<file path="config.mk">
export PLATFORM = sky130hd
export DESIGN_NAME = mops_step_gen_flat
export DESIGN_NICKNAME = d
export VERILOG_FILES = /design/src/rtl/mops_step_gen_if.sv /design/src/rtl/mops_step_gen.sv /design/src/flat_wrapper.sv
export SDC_FILE = /design/constraint.sdc
export NUM_CORES = 1
export LEC_CHECK = 0
export ABC_CLOCK_PERIOD_IN_PS = 11050
export CELL_PAD_IN_SITES_DETAIL_PLACEMENT = 1
export CELL_PAD_IN_SITES_GLOBAL_PLACEMENT = 2
export CORE_ASPECT_RATIO = 1.75
export CORE_MARGIN = 2
export CORE_UTILIZATION = 36
export DETAILED_ROUTE_END_ITERATION = 16
export GPL_ROUTABILITY_DRIVEN = 0
export HOLD_SLACK_MARGIN = 0.05
export PLACE_DENSITY = 0.91
export SETUP_SLACK_MARGIN = 0.3
export SYNTH_ARGS = -nofsm -noshare
export SYNTH_HDL_FRONTEND = slang
export SYNTH_SLANG_ARGS = --single-unit
</file>
<file path="constraint.sdc">
create_clock -name CLK120 -period 11.05 [get_ports CLK120]
set_input_delay 2.7625 -clock CLK120 [delete_from_list [all_inputs] [get_ports CLK120]]
set_output_delay 2.7625 -clock CLK120 [all_outputs]
set_load 0.005 [all_outputs]
</file>
<file path="src/rtl/mops_step_gen_if.sv">
// mops_step_gen_if: control, configuration and sample bundle of the MoPS staircase generator
interface mops_step_gen_if #(
  parameter int ADC_WIDTH = 12,
  parameter int MAX_STEPS_BITS = 4,
  parameter int GAP_BITS = 8
);
  logic [1:0] ENABLE40;
  logic START;
  logic [ADC_WIDTH-1:0] BASELINE;
  logic [ADC_WIDTH-1:0] STEP_SIZE;
  logic [MAX_STEPS_BITS-1:0] N_STEPS;
  logic [GAP_BITS-1:0] GAP;
  logic [2:0] DECAY_SHIFT;
  logic [2:0] PMT_MASK;
  logic [ADC_WIDTH-1:0] ADC0;
  logic [ADC_WIDTH-1:0] ADC1;
  logic [ADC_WIDTH-1:0] ADC2;
  logic BUSY;
  logic DONE;
  modport master (
    output ENABLE40, START, BASELINE, STEP_SIZE, N_STEPS, GAP, DECAY_SHIFT, PMT_MASK,
    input ADC0, ADC1, ADC2, BUSY, DONE
  );
  modport slave (
    input ENABLE40, START, BASELINE, STEP_SIZE, N_STEPS, GAP, DECAY_SHIFT, PMT_MASK,
    output ADC0, ADC1, ADC2, BUSY, DONE
  );
endinterface

</file>
<file path="src/rtl/mops_step_gen.sv">
// mops_step_gen: synthesizes step-then-dip staircase bursts with exponential-ish tail on up to three ADC channels
module mops_step_gen #(
  parameter int ADC_WIDTH = 12,
  parameter int MAX_STEPS_BITS = 4,
  parameter int GAP_BITS = 8
) (
  input logic CLK120,
  input logic RESETN,
  mops_step_gen_if.slave bus
);
  localparam int W = ADC_WIDTH;
  typedef enum logic [2:0] {IDLE, STEP, DIP, HOLD, DECAY} state_t;
  state_t state, state_n, after_hold;
  logic [W-1:0] level, level_n, base_c, step_c, delta, shr;
  logic [W:0] sum;
  logic [MAX_STEPS_BITS-1:0] n_c, cnt, cnt_n;
  logic [GAP_BITS-1:0] gap_c, gap_cnt, gap_n;
  logic [2:0] shift_c, mask_c;
  logic pending, was_rst, done_n, tick, consume;
  assign tick = bus.ENABLE40 == 2'd0;
  assign consume = tick && state == IDLE && pending;
  assign bus.BUSY = state != IDLE;
  always_comb begin
    state_n = state;
    level_n = level;
    cnt_n = cnt;
    gap_n = gap_cnt;
    done_n = 1'b0;
    sum = {1'b0, level} + {1'b0, step_c};
    delta = level - base_c;
    shr = delta >> shift_c;
    after_hold = (cnt == n_c) ? DECAY : STEP;
    if (tick)
      case (state)
        IDLE: begin
          level_n = bus.BASELINE;
          cnt_n = '0;
          if (pending) begin
            state_n = (bus.N_STEPS != '0) ? STEP : IDLE;
            done_n = bus.N_STEPS == '0;
          end
        end
        STEP: begin
          level_n = sum[W] ? '1 : sum[W-1:0];
          cnt_n = cnt + 1'b1;
          state_n = DIP;
        end
        DIP: begin
          level_n = (level > base_c) ? level - 1'b1 : level;
          gap_n = gap_c;
          state_n = (gap_c != '0) ? HOLD : after_hold;
        end
        HOLD: begin
          gap_n = gap_cnt - 1'b1;
          state_n = (gap_cnt == GAP_BITS'(1)) ? after_hold : HOLD;
        end
        DECAY: begin
          // at least one LSB per tick so small residues still settle onto the baseline
          level_n = (delta == '0) ? level : level - ((shr == '0) ? W'(1) : shr);
          state_n = (delta == '0) ? IDLE : DECAY;
          done_n = delta == '0;
        end
        default: state_n = IDLE;
      endcase
  end
  always_ff @(posedge CLK120) begin
    if (!RESETN) begin
      state <= IDLE;
      level <= '0;
      cnt <= '0;
      gap_cnt <= '0;
      pending <= 1'b0;
      was_rst <= 1'b1;
      base_c <= '0;
      step_c <= '0;
      n_c <= '0;
      gap_c <= '0;
      shift_c <= '0;
      mask_c <= '0;
      bus.DONE <= 1'b0;
      bus.ADC0 <= '0;
      bus.ADC1 <= '0;
      bus.ADC2 <= '0;
    end else begin
      state <= state_n;
      level <= level_n;
      cnt <= cnt_n;
      gap_cnt <= gap_n;
      was_rst <= 1'b0;
      bus.DONE <= done_n;
      // a START in the first cycle out of reset is dropped
      pending <= consume ? 1'b0 : pending | (bus.START & ~bus.BUSY & ~was_rst);
      if (consume) begin
        base_c <= bus.BASELINE;
        step_c <= bus.STEP_SIZE;
        n_c <= bus.N_STEPS;
        gap_c <= bus.GAP;
        shift_c <= bus.DECAY_SHIFT;
        mask_c <= bus.PMT_MASK;
      end
      if (tick) begin
        bus.ADC0 <= (state == IDLE) ? bus.BASELINE : mask_c[0] ? level_n : base_c;
        bus.ADC1 <= (state == IDLE) ? bus.BASELINE : mask_c[1] ? level_n : base_c;
        bus.ADC2 <= (state == IDLE) ? bus.BASELINE : mask_c[2] ? level_n : base_c;
      end
    end
  end
endmodule

</file>
<file path="src/flat_wrapper.sv">
// flat-port wrapper written by rule: the top's interface ports become plain ports
module mops_step_gen_flat 
#(
  parameter int ADC_WIDTH = 12,
  parameter int MAX_STEPS_BITS = 4,
  parameter int GAP_BITS = 8
)
  (CLK120, RESETN, bus_ENABLE40, bus_START, bus_BASELINE, bus_STEP_SIZE, bus_N_STEPS, bus_GAP, bus_DECAY_SHIFT, bus_PMT_MASK, bus_ADC0, bus_ADC1, bus_ADC2, bus_BUSY, bus_DONE);
  mops_step_gen_if #(.ADC_WIDTH(ADC_WIDTH), .MAX_STEPS_BITS(MAX_STEPS_BITS), .GAP_BITS(GAP_BITS)) bus_i ();
  input logic CLK120;
  input logic RESETN;
  input wire logic [$bits(bus_i.ENABLE40)-1:0] bus_ENABLE40;
  input wire logic [$bits(bus_i.START)-1:0] bus_START;
  input wire logic [$bits(bus_i.BASELINE)-1:0] bus_BASELINE;
  input wire logic [$bits(bus_i.STEP_SIZE)-1:0] bus_STEP_SIZE;
  input wire logic [$bits(bus_i.N_STEPS)-1:0] bus_N_STEPS;
  input wire logic [$bits(bus_i.GAP)-1:0] bus_GAP;
  input wire logic [$bits(bus_i.DECAY_SHIFT)-1:0] bus_DECAY_SHIFT;
  input wire logic [$bits(bus_i.PMT_MASK)-1:0] bus_PMT_MASK;
  output wire logic [$bits(bus_i.ADC0)-1:0] bus_ADC0;
  output wire logic [$bits(bus_i.ADC1)-1:0] bus_ADC1;
  output wire logic [$bits(bus_i.ADC2)-1:0] bus_ADC2;
  output wire logic [$bits(bus_i.BUSY)-1:0] bus_BUSY;
  output wire logic [$bits(bus_i.DONE)-1:0] bus_DONE;
  assign bus_i.ENABLE40 = bus_ENABLE40;
  assign bus_i.START = bus_START;
  assign bus_i.BASELINE = bus_BASELINE;
  assign bus_i.STEP_SIZE = bus_STEP_SIZE;
  assign bus_i.N_STEPS = bus_N_STEPS;
  assign bus_i.GAP = bus_GAP;
  assign bus_i.DECAY_SHIFT = bus_DECAY_SHIFT;
  assign bus_i.PMT_MASK = bus_PMT_MASK;
  assign bus_ADC0 = bus_i.ADC0;
  assign bus_ADC1 = bus_i.ADC1;
  assign bus_ADC2 = bus_i.ADC2;
  assign bus_BUSY = bus_i.BUSY;
  assign bus_DONE = bus_i.DONE;
  mops_step_gen #(.ADC_WIDTH(ADC_WIDTH), .MAX_STEPS_BITS(MAX_STEPS_BITS), .GAP_BITS(GAP_BITS)) u_core (.CLK120(CLK120), .RESETN(RESETN), .bus(bus_i));
endmodule
</file>
==> impl_metrics.tcl, run 1 <==
set metrics [dict create \
    power_frac_comb_pct 33.6 \
    hold_viol 0 \
    diodes 0 \
    relSlewSlack_pct 24.4 \
    ir_drop_v 0.0000705 \
    max_stage_delay_ns 0.50 \
    drt-initial-drc-count 448 \
    num-nets-final 1157 \
    grt_pass1_vias 8269 \
    cts_root_buf "clkbuf_16" \
    globalRouteOverflowTotal 0 \
    path_clk_slew_ns 0.08 \
    ys_top_cells_by_area "dfxtp_1 (28%), a21oi_1 (7.7%), nand2_1 (7.3%)" \
    setup_viol 0 \
    crit_path_end_kind "flip-flop" \
    synth_common_cells "nand2_1 (150), a21oi_1 (119), dfxtp_1 (108), nor2_1 (79), o21ai_0 (62)" \
    crit_path_max_fanout 5 \
    cpMostUsedCell "inv_1" \
    hold_class "flip-flop to flip-flop" \
    cts_htree_levels 3 \
    crit_arrival_ns 6.09 \
    yosysSeqAreaShare_pct 28.0 \
    power_frac_seq_pct 37.5 \
    ys.flop_type "dfxtp_1" \
    drive_above_1_share_pct 5.97 \
    hpwl_um 22700 \
    track_usage_pct 26.5 \
    clock_skew_ns 0.0120 \
    hold_slack_ns 0.460 \
    grt_pass1_wl_um 45900 \
    io_buffers 84 \
    clk_latency_ns 0.37 \
    synth.most_common_cell "nand2_1" \
    cts_tree "done" \
    synth_area_um2 7720 \
    synth.avg_cell_area_um2 7.55 \
    ys_types 85 \
    powerDensity_nw_per_um2 126 \
    worst_ep_required_time_ns 11.29 \
    synth_top_area_share_pct 28.0 \
    worstPathCellList "inv_1 > ha_1 > fa_1 > nor2b_4 > o31ai_2 > nor2b_1 > xor2_1 > inv_1 > mux4_2 > nor3b_1 > o221ai_1 > o31ai_1 > ha_1 > inv_1 > fa_1 > nand3_1 > a21boi_0 > o21ai_0 > a21oi_1 > a31oi_1 > xor2_1 > a21oi_4 > o31ai_1 > a31oi_1" \
    cts_made_buffers 9 \
    setup_tns_ns 0 \
    synth-edff-count 0 \
    path_buf_inv 3 \
    vias 8063 \
    cellLeakagePower_nw 3.18 \
    cts_setup_buffers 0 \
    slew_viol_final 0 \
    p_switching_mw 0.418 \
    postCtsHoldBufs 0 \
    power_frac_clock_pct 28.8 \
    viasPerCell 6.09 \
    cts.sink_count 108 \
    coreArea_um2 21000 \
    die_x_um 115 \
    worst_path_max_delay_cell "fa_1" \
    synth_nets 1113 \
    worstSetupStartpointType "flip-flop" \
    swShare_pct 36.9 \
    wl_per_cell_um 22.4 \
    io_pins 85 \
    maxCapViolations 0 \
    grt_max_degree 70 \
    async_reset_ff_share_pct 0 \
    crit_type "flip-flop to flip-flop" \
    tightestPinTransition_ns 1.13 \
    ant_nets 0 \
    finalCritPeriodShare_pct 52.9 \
    drc 0 \
    p_int_mw 0.714 \
    wl_um 29700 \
    status "completed" \
    synth_area_leader_cell "dfxtp_1" \
    syn_to_final_growth_pct 16.5 \
    cts-resized-gates 0 \
    num_rows 70 \
    die-height_um 198 \
    timing.fmax_mhz 171 \
    path_delay_family "compound AO/OA/AOI/OAI gates" \
    finalWorstPathRequiredPeriod_ns 5.85 \
    initial_core_util_pct 36.8 \
    antenna_found_initial 0 \
    drt_first_pass_iters 5 \
    dieArea_um2 22700 \
    clk_path_buf_depth 2 \
    rsz0062_at_grt "no" \
    ys_seq_elements 108 \
    synth_cells 1023 \
    ys_warn_count 0 \
]
[power by group through the flow]
stage	Sequential (mW)	Combinational (mW)	Clock [mW]
floorplan	0.424	0.247	0
global placement	0.433	0.370	0
detailed placement	0.434	0.376	0
CTS	0.425	0.378	0.333
global route	0.427	0.410	0.347
finish	0.425	0.381	0.326
[flip-flops by register name, indices dropped and copies added, names as in the netlist]
register         cells
u_core.level        12
u_core.n_c           4
u_core.cnt           4
u_core.base_c       12
u_core.bus.DONE      1
u_core.was_rst       1
u_core.pending       1
u_core.mask_c        3
u_core.bus.ADC2     12
u_core.state         3
u_core.step_c       12
u_core.gap_c         8
u_core.gap_cnt       8
u_core.bus.ADC0     12
u_core.shift_c       3
u_core.bus.ADC1     12
[cells by family after synthesis]
kind of cell	share of synthesized area, %
adder cells (fa/ha/maj)	7.26
XOR/XNOR	3.50
multiplexers	2.75
AND/OR/NAND/NOR	24.9
flip-flops	28.0
buffers and inverters	4.47
AO/OA/AOI/OAI	29.2
[routing by layer]
layer / wire [um] / vias to the layer above / part of all wire (%) / global-route usage, %
li1: - / 3820 / - / -
met1: 10700 / 3941 / 36 / 26.9
met2: 16000 / 209 / 54 / 49.9
met3: 881 / 93 / 3.0 / 2.91
met4: 2060 / 0 / 6.9 / 17.2
met5: 0 / - / 0 / 0
[layout by cell type, fill, tap and decap left out, types with 20 or more instances in the layout]
cell             instances
inv_1                   30
ha_1                    40
nand3_1                 20
clkdlybuf4s50_1         84
nor3_1                  31
a21oi_1                119
o21ai_0                 61
dfxtp_1                108
nor2_1                  78
nand2_1                150
a211oi_1                23
[path summary, 6_finish.rpt]
path                            slack [ns]                     startpoint  cells after the start                               end
worst min-delay path                  0.46  u_core.base_c[7]$_SDFFE_PN0P_                      2     u_core.base_c[7]$_SDFFE_PN0P_
worst max register to register        5.20     u_core.level[0]$_SDFF_PN0_                     24  u_core.bus.ADC2[10]$_SDFFE_PN0P_
worst min register to register        0.46  u_core.base_c[7]$_SDFFE_PN0P_                      2     u_core.base_c[7]$_SDFFE_PN0P_
worst max-delay path                  5.20     u_core.level[0]$_SDFF_PN0_                     24  u_core.bus.ADC2[10]$_SDFFE_PN0P_
[per-stage QoR]
step                      total power [mW]  worst slack [ns]  instances  util (%)  cell area, um2
after floorplan                      0.671              6.25       1023         -            7720
after global placement               0.803              5.18       1308      41.5            8720
after detailed placement             0.810              5.11       1308      41.5            8720
after CTS                             1.14              5.28       1324      42.8            9000
after global routing                  1.18              4.76       1324      42.8            9000
final                                 1.13              5.20       1324      42.8            9000
[worst register-to-register path, cell delays in order, from the launching register on]
cell      delay [ns]
dfxtp_1         0.41
inv_1           0.13
ha_1            0.24
fa_1            0.50
nor2b_4         0.16
o31ai_2         0.08
nor2b_1         0.15
xor2_1          0.33
inv_1           0.07
mux4_2          0.48
nor3b_1         0.21
o221ai_1        0.13
o31ai_1         0.34
ha_1            0.24
inv_1           0.05
fa_1            0.39
nand3_1         0.11
a21boi_0        0.15
o21ai_0         0.25
a21oi_1         0.14
a31oi_1         0.24
xor2_1          0.42
a21oi_4         0.13
o31ai_1         0.30
a31oi_1         0.07
[final cells by class]
| class | count | area (um2) |
|---|---|---|
| clock buffer | 10 | 229 |
| clock inverter | 6 | 53.8 |
| fill | 2572 | 12000 |
| inverter | 31 | 116 |
| multi-input combinational | 827 | 5240 |
| sequential | 108 | 2160 |
| tap | 252 | 315 |
| timing repair buffer | 90 | 886 |
Power figures use the tool's default switching activity.
==> run 2: changes to the inputs <==
--- a/config.mk
+++ b/config.mk
@@ -5,16 +5,16 @@
 export SDC_FILE = /design/constraint.sdc
 export NUM_CORES = 1
 export LEC_CHECK = 0
-export ABC_CLOCK_PERIOD_IN_PS = 11050
+export ABC_CLOCK_PERIOD_IN_PS = 6100
 export CELL_PAD_IN_SITES_DETAIL_PLACEMENT = 1
 export CELL_PAD_IN_SITES_GLOBAL_PLACEMENT = 2
 export CORE_ASPECT_RATIO = 1.75
 export CORE_MARGIN = 2
-export CORE_UTILIZATION = 36
+export CORE_UTILIZATION = 33
 export DETAILED_ROUTE_END_ITERATION = 16
 export GPL_ROUTABILITY_DRIVEN = 0
 export HOLD_SLACK_MARGIN = 0.05
-export PLACE_DENSITY = 0.91
+export PLACE_DENSITY = 0.85
 export SETUP_SLACK_MARGIN = 0.3
 export SYNTH_ARGS = -nofsm -noshare
 export SYNTH_HDL_FRONTEND = slang
==> constraint.sdc (replaced) <==
create_clock -name CLK120 -period 6.1 [get_ports CLK120]
set_input_delay 1.525 -clock CLK120 [delete_from_list [all_inputs] [get_ports CLK120]]
set_output_delay 1.525 -clock CLK120 [all_outputs]
set_load 0.005 [all_outputs]
==> run 2 against run 1 <==
Critical path depth is the same. Critical path type unchanged. Final area grew 2.3%. Via count grew 0.24%. Fmax grew 7.1%. Global-route usage shrank 1.3 points. Register-to-register slack lost 4.6 ns. Die area grew 8.8%. Wire length grew 3.6%. Highest routed layer unchanged.
==> impl_metrics.tcl, run 2 (synthesized netlist as in run 1, its figures left out) <==
set metrics [dict create \
    fill_cells 2882 \
    clk_path_buf_depth 2 \
    wl_met2_um 16700 \
    finalPower_mw 2.10 \
    hold_class "flip-flop to flip-flop" \
    status "completed" \
    cts_htree_levels 3 \
    syn_to_final_growth_pct 19.1 \
    worst_ep_required_time_ns 6.35 \
    drc 0 \
    ant_nets 0 \
    min_from "u_core.step_c[3]$_SDFFE_PN0P_" \
    antenna_found_initial 0 \
    cp-startpoint "u_core.level[0]$_SDFF_PN0_" \
    viasPerCell 5.83 \
    most-common-layout-cells "nand2_1 (150), a21oi_1 (119), dfxtp_1 (106), clkdlybuf4s50_1 (84), nor2_1 (78)" \
    top_layer "met4" \
    cellLeakagePower_nw 3.25 \
    critPathCapture "u_core.bus.ADC2[10]$_SDFFE_PN0P_" \
    crit_type "flip-flop to flip-flop" \
    coreArea_um2 23100 \
    wl_per_cell_um 22.2 \
    met1_length_um 11200 \
    slew_viol_final 0 \
    vias 8082 \
    clk_latency_ns 0.38 \
    setup_viol 0 \
    io_pins 85 \
    drive_above_1_share_pct 7.76 \
    crit_path_end_kind "flip-flop" \
    rsz0062_at_grt "yes" \
    num-nets-final 1167 \
    powerDensity_nw_per_um2 228 \
    cts_made_buffers 9 \
    crit_path_max_fanout 5 \
    diodes 0 \
    setup_tns_ns 0 \
    timing.rr.start "u_core.level[0]$_SDFF_PN0_" \
    drt_first_pass_iters 5 \
    postCtsHoldBufs 0 \
    p_int_mw 1.34 \
    reg2reg_slack_ns 0.64 \
    cts_root_buf "clkbuf_16" \
    io_buffers 84 \
    drt-initial-drc-count 393 \
    track_usage_pct 25.2 \
    maxCapViolations 0 \
    clock_skew_ns 0.0151 \
    initial_core_util_pct 33.4 \
    path_clk_slew_ns 0.08 \
    r2r_end "u_core.bus.ADC2[10]$_SDFFE_PN0P_" \
    timing.fmax_mhz 183 \
    finalWorstPathRequiredPeriod_ns 5.46 \
    die_x_um 120 \
    hold_viol 0 \
    r2r_cells 24 \
    cts.sink_count 108 \
    grt_pass1_wl_um 47400 \
    layout_commonest_cell "nand2_1" \
    wl_met3_um 864 \
    relSlewSlack_pct 28.9 \
    ir_drop_v 0.000129 \
    finalCritPeriodShare_pct 89.5 \
    grt_max_degree 51 \
    globalRouteOverflowTotal 0 \
    p_switching_mw 0.757 \
    crit_arrival_ns 5.71 \
    swShare_pct 36.0 \
    grt_pass1_vias 8313 \
    worstSetupStartpointType "flip-flop" \
    hpwl_um 23600 \
    wl_um 30700 \
    tightestPinTransition_ns 1.07 \
    dieArea_um2 24700 \
    num_rows 74 \
    power_frac_seq_pct 36.3 \
    die-height_um 206 \
    cts_tree "done" \
    power_frac_comb_pct 33.2 \
    power_frac_clock_pct 30.4 \
]
run 2: cell count changes in the layout (fill, tap and decap cells not counted), sizes merged:
cell	previous run	this run
clkinvlp	1	2
inv	35	33
clkbuf	10	9
bufinv	0	1
clkinv	1	2
buf	6	16
run 2: metal layers:
metal	up-vias	track usage, %
met2	169	48.0
met5	-	0
met3	79	3.28
met1	4003	25.3
li1	3831	-
met4	0	16.0
run 2: area by class of cell:
class | count | area, um2 | area share (%)
inverter | 31 | 116 | 1.26
clock inverter | 7 | 86.3 | 0.938
timing repair buffer | 100 | 961 | 10.4
clock buffer | 9 | 225 | 2.45
tap | 304 | 380 | 4.13
sequential | 108 | 2160 | 23.5
multi-input combinational | 827 | 5270 | 57.3
run 2: stage by stage:
step,util [%],area (um2),cells,hold WS (ns),setup slack (ns)
after floorplan,-,7720,1023,0.436,1.30
after global placement,38.2,8840,1368,0.442,0.625
after global routing,39.8,9200,1386,0.483,0.279
after CTS,39.6,9160,1384,0.467,0.399
after detailed placement,38.2,8840,1368,0.456,0.325
final,39.8,9200,1386,0.464,0.640
run 2: worst min path at each step:
stage | end | slack [ns] | depth (start not counted)
floorplan | u_core.base_c[11]$_SDFFE_PN0P_ | 0.44 | 2
global placement | u_core.base_c[9]$_SDFFE_PN0P_ | 0.44 | 2
detailed placement | u_core.base_c[11]$_SDFFE_PN0P_ | 0.46 | 2
CTS | u_core.base_c[11]$_SDFFE_PN0P_ | 0.47 | 2
global route | u_core.step_c[8]$_SDFFE_PN0P_ | 0.48 | 2
finish | u_core.step_c[3]$_SDFFE_PN0P_ | 0.46 | 2
run 2: what timing repair did:
action,in CTS,in global routing
gates cloned,0,0
setup endpoints to repair,1,8
resized for setup,1,9
setup buffers,0,2
pin swaps,0,4
run 2: worst max-delay path, cell delays in order (launching register included):
cell	delay [ns]
dfxtp_2	0.37
inv_1	0.10
ha_1	0.23
fa_1	0.50
nor2b_4	0.15
o31ai_2	0.08
nor2b_2	0.18
xor2_2	0.19
inv_1	0.06
mux4_2	0.47
nor3b_1	0.21
o221ai_1	0.15
o31ai_2	0.36
ha_2	0.25
inv_1	0.05
fa_1	0.39
nand3_1	0.12
a21boi_0	0.13
o21ai_1	0.23
a21oi_1	0.14
a31oi_1	0.22
xor2_1	0.28
a21oi_4	0.13
o31ai_2	0.27
a31oi_1	0.07
run 2: power groups by stage:
stage	sequential (mW)	combinational (mW)	clock (mW)
final	0.763	0.698	0.639
after global routing	0.766	0.755	0.682
after CTS	0.763	0.683	0.657
after detailed placement	0.779	0.677	0
after global placement	0.779	0.670	0
after floorplan	0.767	0.447	0
==> run 3: changes to the inputs <==
--- a/config.mk
+++ b/config.mk
@@ -6,15 +6,16 @@
 export NUM_CORES = 1
 export LEC_CHECK = 0
 export ABC_CLOCK_PERIOD_IN_PS = 6100
-export CELL_PAD_IN_SITES_DETAIL_PLACEMENT = 1
-export CELL_PAD_IN_SITES_GLOBAL_PLACEMENT = 2
+export CELL_PAD_IN_SITES_DETAIL_PLACEMENT = 0
+export CELL_PAD_IN_SITES_GLOBAL_PLACEMENT = 1
 export CORE_ASPECT_RATIO = 1.75
 export CORE_MARGIN = 2
-export CORE_UTILIZATION = 33
+export CORE_UTILIZATION = 42
 export DETAILED_ROUTE_END_ITERATION = 16
 export GPL_ROUTABILITY_DRIVEN = 0
+export GPL_TIMING_DRIVEN = 0
 export HOLD_SLACK_MARGIN = 0.05
-export PLACE_DENSITY = 0.85
+export PLACE_DENSITY = 0.86
 export SETUP_SLACK_MARGIN = 0.3
 export SYNTH_ARGS = -nofsm -noshare
 export SYNTH_HDL_FRONTEND = slang
==> run 3 against run 2 <==
Critical endpoint is now u_core.bus.ADC1[10]$_SDFFE_PN0P_. Final area increased by 0.42%. Die area down 21%. Utilization rose by 11 points. First-iteration DRC count rose by 37%. Worst setup slack got worse by 0.045 ns. Largest power group unchanged. Sequential cell count unchanged. Via count up 3.6%. Clock-buffer cell count grew 3.
==> impl_metrics.tcl, run 3 (synthesized netlist as in run 1, its figures left out) <==
set metrics [dict create \
    syn_to_final_growth_pct 19.6 \
    placedInstanceArea_um2 8860 \
    layout_commonest_cell "nand2_1" \
    dp_slack_ns 0.269 \
    timing.rr.start "u_core.level[5]$_SDFF_PN0_" \
    power_frac_clock_pct 31.6 \
    finalWorstPathRequiredPeriod_ns 5.51 \
    die_x_um 107 \
    r2r_end "u_core.bus.ADC1[10]$_SDFFE_PN0P_" \
    coreArea_um2 18100 \
    drc 0 \
    clock_skew_ns 0.00859 \
    maxCapViolations 0 \
    setup_viol 0 \
    setup_tns_ns 0 \
    ir_drop_v 0.000137 \
    initial_core_util_pct 42.8 \
    dieArea_um2 19500 \
    cts_tree "done" \
    wl_per_cell_um 21.5 \
    hold_class "flip-flop to flip-flop" \
    wl_met2_um 14500 \
    grt_pass1_wl_um 45400 \
    relSlewSlack_pct 38.3 \
    drt_first_pass_iters 5 \
    viasPerCell 6.16 \
    cts_root_buf "clkbuf_16" \
    final.setup.worst_slack_ns 0.595 \
    io_buffers 84 \
    cellLeakagePower_nw 3.28 \
    top_layer "met4" \
    finalCritPeriodShare_pct 90.2 \
    path_clk_slew_ns 0.08 \
    power_frac_comb_pct 32.7 \
    ant_nets 0 \
    clk_path_buf_depth 2 \
    cts_htree_levels 3 \
    cts_made_buffers 9 \
    reg2reg_slack_ns 0.59 \
    worst_ep_required_time_ns 6.34 \
    cts.sink_count 108 \
    post-route-util_pct 51.2 \
    rsz0062_at_grt "no" \
    worstSetupStartpointType "flip-flop" \
    timing.fmax_mhz 182 \
    wl_met3_um 1580 \
    crit_path_end_kind "flip-flop" \
    crit_path_max_fanout 8 \
    powerDensity_nw_per_um2 232 \
    met1_length_um 10100 \
    num-nets-final 1210 \
    drive_above_1_share_pct 5.96 \
    fin_cells 1359 \
    wl_um 29200 \
    r2r_cells 22 \
    place_inst 1341 \
    finalPower_mw 2.14 \
    vias 8375 \
    hold_depth 2 \
    num_rows 65 \
    p_switching_mw 0.748 \
    postLayoutCellArea_um2 9240 \
    clk_latency_ns 0.37 \
    p_int_mw 1.39 \
    crit_arrival_ns 5.74 \
    tightestPinTransition_ns 0.925 \
    slew_viol_final 0 \
    hold_viol 0 \
    hpwl_um 22900 \
    die-height_um 183 \
    diodes 0 \
    hold_slack_ns 0.462 \
    postCtsHoldBufs 0 \
    grt_pass1_vias 8441 \
    status "completed" \
    power_frac_seq_pct 35.7 \
    grt_max_degree 18 \
    min_to "u_core.step_c[3]$_SDFFE_PN0P_" \
    drt-initial-drc-count 537 \
    crit_type "flip-flop to flip-flop" \
    io_pins 85 \
    swShare_pct 34.9 \
    min_from "u_core.step_c[3]$_SDFFE_PN0P_" \
    track_usage_pct 30.6 \
    globalRouteOverflowTotal 0 \
    most-common-layout-cells "nand2_1 (150), a21oi_1 (119), dfxtp_1 (103), clkdlybuf4s50_1 (84), nor2_1 (79)" \
    antenna_found_initial 0 \
]
## run 3: cell count changes in the layout (fill, tap and decap cells not counted), moves of 3 or more
cell,previous run,this run
clkbuf_1,0,54
buf_4,16,2
buf_1,0,3
dfxtp_1,106,103
dfxtp_2,2,5
## run 3: how the worst max path moves through the flow
stage | start | cells after the start | end
global placement | u_core.level[0]$_SDFF_PN0_ | 23 | u_core.bus.ADC1[6]$_SDFFE_PN0P_
detailed placement | u_core.level[0]$_SDFF_PN0_ | 23 | u_core.bus.ADC1[6]$_SDFFE_PN0P_
global route | u_core.level[0]$_SDFF_PN0_ | 24 | u_core.bus.ADC0[10]$_SDFFE_PN0P_
finish | u_core.level[5]$_SDFF_PN0_ | 22 | u_core.bus.ADC1[10]$_SDFFE_PN0P_
floorplan | u_core.level[0]$_SDFF_PN0_ | 24 | u_core.bus.ADC0[10]$_SDFFE_PN0P_
CTS | u_core.level[0]$_SDFF_PN0_ | 24 | u_core.bus.ADC0[10]$_SDFFE_PN0P_
## run 3: timing repair
item | in CTS | in global routing
setup endpoints to repair | 3 | 17
resized for setup | 1 | 13
pin swaps | 0 | 3
setup buffers | 0 | 2
## run 3: metal layers
layer	vias up	GRT usage, %
met2	356	53.9
met3	145	4.12
met4	0	27.3
met5	-	0
li1	3932	-
met1	3942	30.9
## run 3: layout make-up
| type | instances | area (um2) |
|---|---|---|
| multi-input combinational | 827 | 5250 |
| timing repair buffer | 86 | 856 |
| buffer | 57 | 229 |
| inverter | 31 | 116 |
| tap | 234 | 293 |
| clock buffer | 12 | 246 |
| sequential | 108 | 2170 |
| clock inverter | 4 | 80.1 |
| fill | 1887 | 8810 |
## run 3: worst max-delay path, stage by stage, from the launching register on
cell and delay, ns:
dfxtp_1 0.60, ha_1 0.41, a21o_1 0.26, nor3_2 0.15, a21oi_1 0.16, or3_1 0.37, and3_1 0.27, o21ai_1 0.18
a21oi_1 0.13, nand3b_1 0.21, o31ai_2 0.30, ha_1 0.22, inv_1 0.05, fa_1 0.40, nand3_1 0.10, a21boi_0 0.13
o21ai_1 0.23, a21oi_1 0.13, a31oi_1 0.18, xor2_1 0.34, a21oi_4 0.15, o31ai_1 0.30, a31oi_1 0.08
## run 3: power groups by stage
stage          Combinational, mW  Sequential (mW)  Clock [mW]
6_report                   0.700            0.765       0.677
5_1_grt                    0.753            0.768       0.709
4_1_cts                    0.677            0.764       0.679
3_5_place_dp               0.672            0.780           0
3_3_place_gp               0.668            0.780           0
2_1_floorplan              0.447            0.767           0
